**src/rtl/load_store_unit.sv**
```systemverilog
// RV32I data-memory stage: turns load/store controls into a registered bus request,
// stalls the core until ack or timeout, and aligns/extends load data.
module load_store_unit #(
  parameter int WIDTH   = 32,
  parameter int TIMEOUT = 255
) (
  input  logic             i_clk,
  input  logic             i_reset,
  input  logic             i_mem_read,
  input  logic             i_mem_write,
  input  logic [2:0]       i_funct3,
  input  logic [WIDTH-1:0] i_addr,
  input  logic [WIDTH-1:0] i_write_data,
  output logic [WIDTH-1:0] o_read_data,
  output logic             o_stall,
  output logic             o_misaligned,
  output logic             o_bus_err,
  output logic             o_bus_req,
  output logic             o_bus_we,
  output logic [WIDTH-1:0] o_bus_addr,
  output logic [3:0]       o_bus_be,
  output logic [WIDTH-1:0] o_bus_wdata,
  input  logic             i_bus_ack,
  input  logic [WIDTH-1:0] i_bus_rdata
);

  typedef enum logic [1:0] {
    S_IDLE = 2'd0,
    S_REQ  = 2'd1,
    S_DONE = 2'd2
  } state_t;

  state_t           r_state;
  logic [7:0]       r_cnt;
  logic [2:0]       r_funct3;
  logic [1:0]       r_off;

  logic             w_access;
  logic             w_f3_ok;
  logic             w_align_ok;
  logic             w_legal;
  logic             w_start;
  logic [3:0]       w_be;
  logic [WIDTH-1:0] w_wdata;
  logic [WIDTH-1:0] w_lane;
  logic [WIDTH-1:0] w_load;

  assign w_access = i_mem_read | i_mem_write;

  // Legality of the requested access: funct3 must exist for the access kind, address aligned to size
  always_comb begin
    w_f3_ok    = 1'b0;
    w_align_ok = 1'b0;
    case (i_funct3)
      3'b000, 3'b001, 3'b010: w_f3_ok = 1'b1;
      3'b100, 3'b101:         w_f3_ok = ~i_mem_write;
      default:                w_f3_ok = 1'b0;
    endcase
    case (i_funct3[1:0])
      2'b00:   w_align_ok = 1'b1;
      2'b01:   w_align_ok = ~i_addr[0];
      2'b10:   w_align_ok = (i_addr[1:0] == 2'b00);
      default: w_align_ok = 1'b0;
    endcase
  end

  assign w_legal      = w_access & w_f3_ok & w_align_ok;
  assign w_start      = (r_state == S_IDLE) & w_legal;
  assign o_stall      = w_start | (r_state == S_REQ);
  assign o_misaligned = (r_state == S_IDLE) & w_access & ~w_legal;

  // Store lane encoding; loads always read the full word
  always_comb begin
    w_be    = 4'hF;
    w_wdata = i_write_data;
    if (i_mem_write) begin
      case (i_funct3[1:0])
        2'b00: begin
          w_be    = 4'b0001 << i_addr[1:0];
          w_wdata = {4{i_write_data[7:0]}};
        end
        2'b01: begin
          w_be    = 4'b0011 << i_addr[1:0];
          w_wdata = {2{i_write_data[15:0]}};
        end
        default: begin
          w_be    = 4'hF;
          w_wdata = i_write_data;
        end
      endcase
    end else begin
      w_be    = 4'hF;
      w_wdata = i_write_data;
    end
  end

  // Load alignment: shift the addressed lane down, then extend per the latched funct3
  always_comb begin
    w_lane = i_bus_rdata >> {r_off, 3'b000};
    case (r_funct3)
      3'b000:  w_load = {{(WIDTH-8){w_lane[7]}}, w_lane[7:0]};
      3'b001:  w_load = {{(WIDTH-16){w_lane[15]}}, w_lane[15:0]};
      3'b100:  w_load = {{(WIDTH-8){1'b0}}, w_lane[7:0]};
      3'b101:  w_load = {{(WIDTH-16){1'b0}}, w_lane[15:0]};
      default: w_load = i_bus_rdata;
    endcase
  end

  // Transaction FSM with registered bus outputs, load result and error pulse
  always_ff @(posedge i_clk) begin
    if (i_reset) begin
      r_state     <= S_IDLE;
      r_cnt       <= 8'd0;
      r_funct3    <= 3'd0;
      r_off       <= 2'd0;
      o_read_data <= '0;
      o_bus_err   <= 1'b0;
      o_bus_req   <= 1'b0;
      o_bus_we    <= 1'b0;
      o_bus_addr  <= '0;
      o_bus_be    <= 4'd0;
      o_bus_wdata <= '0;
    end else begin
      case (r_state)
        S_IDLE: begin
          o_bus_err <= 1'b0;
          if (w_start) begin
            r_state     <= S_REQ;
            r_cnt       <= 8'd0;
            r_funct3    <= i_funct3;
            r_off       <= i_addr[1:0];
            o_bus_req   <= 1'b1;
            o_bus_we    <= i_mem_write;
            o_bus_addr  <= {i_addr[WIDTH-1:2], 2'b00};
            o_bus_be    <= w_be;
            o_bus_wdata <= w_wdata;
          end
        end
        S_REQ: begin
          // An ack on the final allowed cycle still completes normally
          if (i_bus_ack) begin
            if (!o_bus_we) o_read_data <= w_load;
            o_bus_req <= 1'b0;
            r_state   <= S_DONE;
          end else if (r_cnt == 8'(TIMEOUT - 1)) begin
            if (!o_bus_we) o_read_data <= '0;
            o_bus_err <= 1'b1;
            o_bus_req <= 1'b0;
            r_state   <= S_DONE;
          end else begin
            r_cnt <= r_cnt + 8'd1;
          end
        end
        S_DONE: begin
          o_bus_err <= 1'b0;
          r_state   <= S_IDLE;
        end
        default: begin
          o_bus_req <= 1'b0;
          r_state   <= S_IDLE;
        end
      endcase
    end
  end

endmodule

```
**config.mk**
```make
export PLATFORM = sky130hd
export DESIGN_NAME = load_store_unit
export DESIGN_NICKNAME = d
export VERILOG_FILES = /design/src/rtl/load_store_unit.sv
export SDC_FILE = /design/constraint.sdc
export NUM_CORES = 1
export LEC_CHECK = 0
export CELL_PAD_IN_SITES_DETAIL_PLACEMENT = 1
export CELL_PAD_IN_SITES_GLOBAL_PLACEMENT = 2
export CORE_ASPECT_RATIO = 1.1
export CORE_MARGIN = 2
export CORE_UTILIZATION = 26
export CTS_BUF_LIST = sky130_fd_sc_hd__clkbuf_16
export DETAILED_ROUTE_END_ITERATION = 8
export PLACE_DENSITY_LB_ADDON = 0.12
export SLEW_MARGIN = 25
export SYNTH_ARGS = -nofsm -noshare
export SYNTH_HDL_FRONTEND = slang
export SYNTH_SLANG_ARGS = --single-unit
```
**constraint.sdc**
```tcl
create_clock -name i_clk -period 5.15 [get_ports i_clk]
set_input_delay 0.7725 -clock i_clk [delete_from_list [all_inputs] [get_ports i_clk]]
set_output_delay 0.7725 -clock i_clk [all_outputs]
set_load 0.005 [all_outputs]
```
==> results.py <==
metrics = {
    "drt": {
        "totalWireLength_mm": 18.4,
        "ant_nets": 0,
        "drcViolationCount": 0,
        "wl_per_cell_um": 18.2,
        "firstDrtPassIters": 7,
        "vias": 5041,
        "drt_iter0_drc": 203,
        "vias_per_cell": 4.98,
    },
    "run_status": {
        "status": "finished, final reports clean",
    },
    "sta": {
        "tightest_slew_ps": 1050,
        "slew_headroom_pct": 30.1,
        "hold_slack_ps": 453,
        "setup_viol": 0,
        "final_hold_viol_count": 0,
        "min_period_over_period_pct": 78.9,
        "finalMaxSlewViolations": 0,
        "fin_worst_skew_ps": 7.82,
        "fmax_mhz": 246,
        "fin_tns_setup_ps": 0,
        "fin_crit_ps": 4060,
        "rsz0062_at_grt": "no",
    },
    "die": {
        "io_pins": 209,
        "die-area_mm2": 0.0204,
        "row_count": 53,
        "start_util_pct": 26.4,
        "dieHeight_um": 150,
        "fp.coreArea_mm2": 0.0190,
        "die_w_um": 136,
    },
    "worst_setup_path": {
        "arrival_ps": 3290,
        "cp_max_fo": 13,
        "path_common_cell": "clkdlybuf4s50_1",
        "startpoint": "i_funct3[0]",
        "crit_path_start_kind": "input pin",
        "critPathSlowestCell": "clkdlybuf4s50_1",
        "cp.required_ps": 4380,
        "path_cells": "clkdlybuf4s50_1 -> or4_4 -> a2111o_2 -> nand2_1 -> clkdlybuf4s50_1",
        "crit_path_end_kind": "output pin",
        "critPathKind": "input pin to output pin",
        "cpPeakStageDelay_ps": 770,
        "reg2reg_from": "r_state[0]",
    },
    "finish": {
        "fin_cells": 1013,
        "final_common_cell": "clkdlybuf4s50_1",
        "layout_common_cells": "clkdlybuf4s50_1, dfxtp_1, nand2_1",
        "layout.nets": 861,
        "synthToLayoutAreaGrowth_pct": 54.5,
        "final_layout_size_suffix_gt1_share_pct": 6.27,
        "num_antenna_cells": 0,
    },
    "place": {
        "placedCellCount": 983,
        "io_buffer_count": 206,
        "hpwl_mm": 13.0,
        "gp_congestion": 0.819,
    },
    "worst_hold_path": {
        "hold_start": "o_bus_addr[2]",
        "hold_class": "flop to flop",
    },
    "power_and_ir_drop": {
        "ir_drop_uv": 209,
        "p_leak_nw": 2.79,
        "p_per_area_mw_per_mm2": 318,
    },
    "clocking": {
        "cts_tree": "done",
        "cts_buffers": 17,
        "clk_path_buf_depth": 2,
        "cts.sinks": 116,
        "clkTransAtPathRegs_ps": 50,
        "root_buffer": "clkbuf_16",
        "cts.repair.resized": 0,
        "cts-htree-levels": 4,
        "cts_hold_buf": 0,
        "cts_setup_buffers": 0,
        "clk_latency_ps": 410,
    },
    "synthesis": {
        "synth.distinct_cells": 45,
        "synth_edf_count": 0,
        "syn_area_mm2": 0.00502,
        "synthCells": 573,
        "yosysWarningCount": 0,
        "avgSynthCellArea_um2": 8.76,
        "yosys_register_bits": 116,
        "yosysSeqAreaShare_pct": 46.3,
        "synthArstFlopShare_pct": 0,
        "synth_area_leader_cell": "dfxtp_1",
        "yosys-top-cells-area": "dfxtp_1, nand2_1, a21oi_1",
        "yosys.area.top_type_share_pct": 46.3,
        "ys.flop_type": "dfxtp_1",
    },
    "grt": {
        "grt_usage_pct": 18.3,
        "grt_pass1_wl_mm": 29.1,
        "grt-ovfl-total": 0,
        "grt_max_degree": 83,
        "grt_pass1_vias": 5323,
        "antenna_found_initial": 0,
    },
    "run": {
        "max_cap_violations": 0,
    },
}
==> routing by layer <==
metal,GRT usage (%),share of wire [%]
met5,0,0
met4,5.73,1.5
met3,6.81,7.2
met1,22.0,43
met2,30.2,48
==> cell usage after synthesis, drive strengths merged, types with 3 or more instances <==
master   instances
a211oi          16
a21oi           59
a221o           25
a22oi           14
a311oi           3
and3            10
buf             21
clkbuf          30
dfxtp          116
inv              4
mux2            12
mux2i           20
nand2           95
nand3           24
nand4            3
nor2            27
nor2b            4
nor3             3
nor3b            3
o211ai           3
o21ai           43
o2bb2ai          8
xor2             4
==> cells by family after synthesis <==
family                   Yosys count  synth area share [%]
AND/OR/NAND/NOR                  177                  15.7
multiplexers                      32                  6.68
AO/OA/AOI/OAI                    185                  25.2
flip-flops                       116                  46.3
adder cells (fa/ha/maj)            2                 0.499
other                              1                0.0747
buffers and inverters             56                  4.89
XOR/XNOR                           4                 0.698
==> sequential cells by signal, summed over array words and instances, names as in the netlist, 2 cells and up <==
signal,count
r_cnt,8
o_bus_addr,30
o_bus_wdata,32
o_read_data,32
r_off,2
r_funct3,3
r_state,2
o_bus_be,4
==> critical path: cells and delay by family <==
kind	cells	cell delay, ps
buffers and inverters	2	1310
AND/OR/NAND/NOR	2	690
AO/OA/AOI/OAI	1	510
==> path summary, 6_finish.rpt <==
check / endpoint / slack, ps / cells past startpoint
setup / recovery: o_stall / 1090 / 5
hold / removal: o_bus_addr[2] / 450 / 2
setup reg to reg: o_read_data[20] / 2430 / 4
hold reg to reg: o_bus_addr[2] / 450 / 2
==> report_power, final <==
part	internal [W]	total, W	switching, W
Clock	0.000686	0.00109	0.000406
Combinational	0.000212	0.000390	0.000178
Sequential	0.000948	0.000983	0.0000344
==> cell type report <==
| class | instances | area [um2] |
|---|---|---|
| clock inverter | 13 | 103 |
| timing repair buffer | 213 | 2110 |
| multi-input combinational | 402 | 2470 |
| inverter | 5 | 18.8 |
| fill | 2154 | 11300 |
| tap | 247 | 309 |
| sequential | 116 | 2320 |
| clock buffer | 17 | 425 |
==> metrics by stage <==
| stage | setup slack, ps | power, W | utilization, % | instance area, um2 |
|---|---|---|---|---|
| floorplan | 2220 | 0.00116 | - | 5020 |
| global placement | 1120 | 0.00139 | 37.9 | 7220 |
| detailed placement | 1070 | 0.00140 | 38.0 | 7230 |
| CTS | 1060 | 0.00251 | 40.7 | 7750 |
| global route | 986 | 0.00258 | 40.7 | 7750 |
| finish | 1090 | 0.00247 | 40.7 | 7750 |
(Power assumes the default switching activity.)
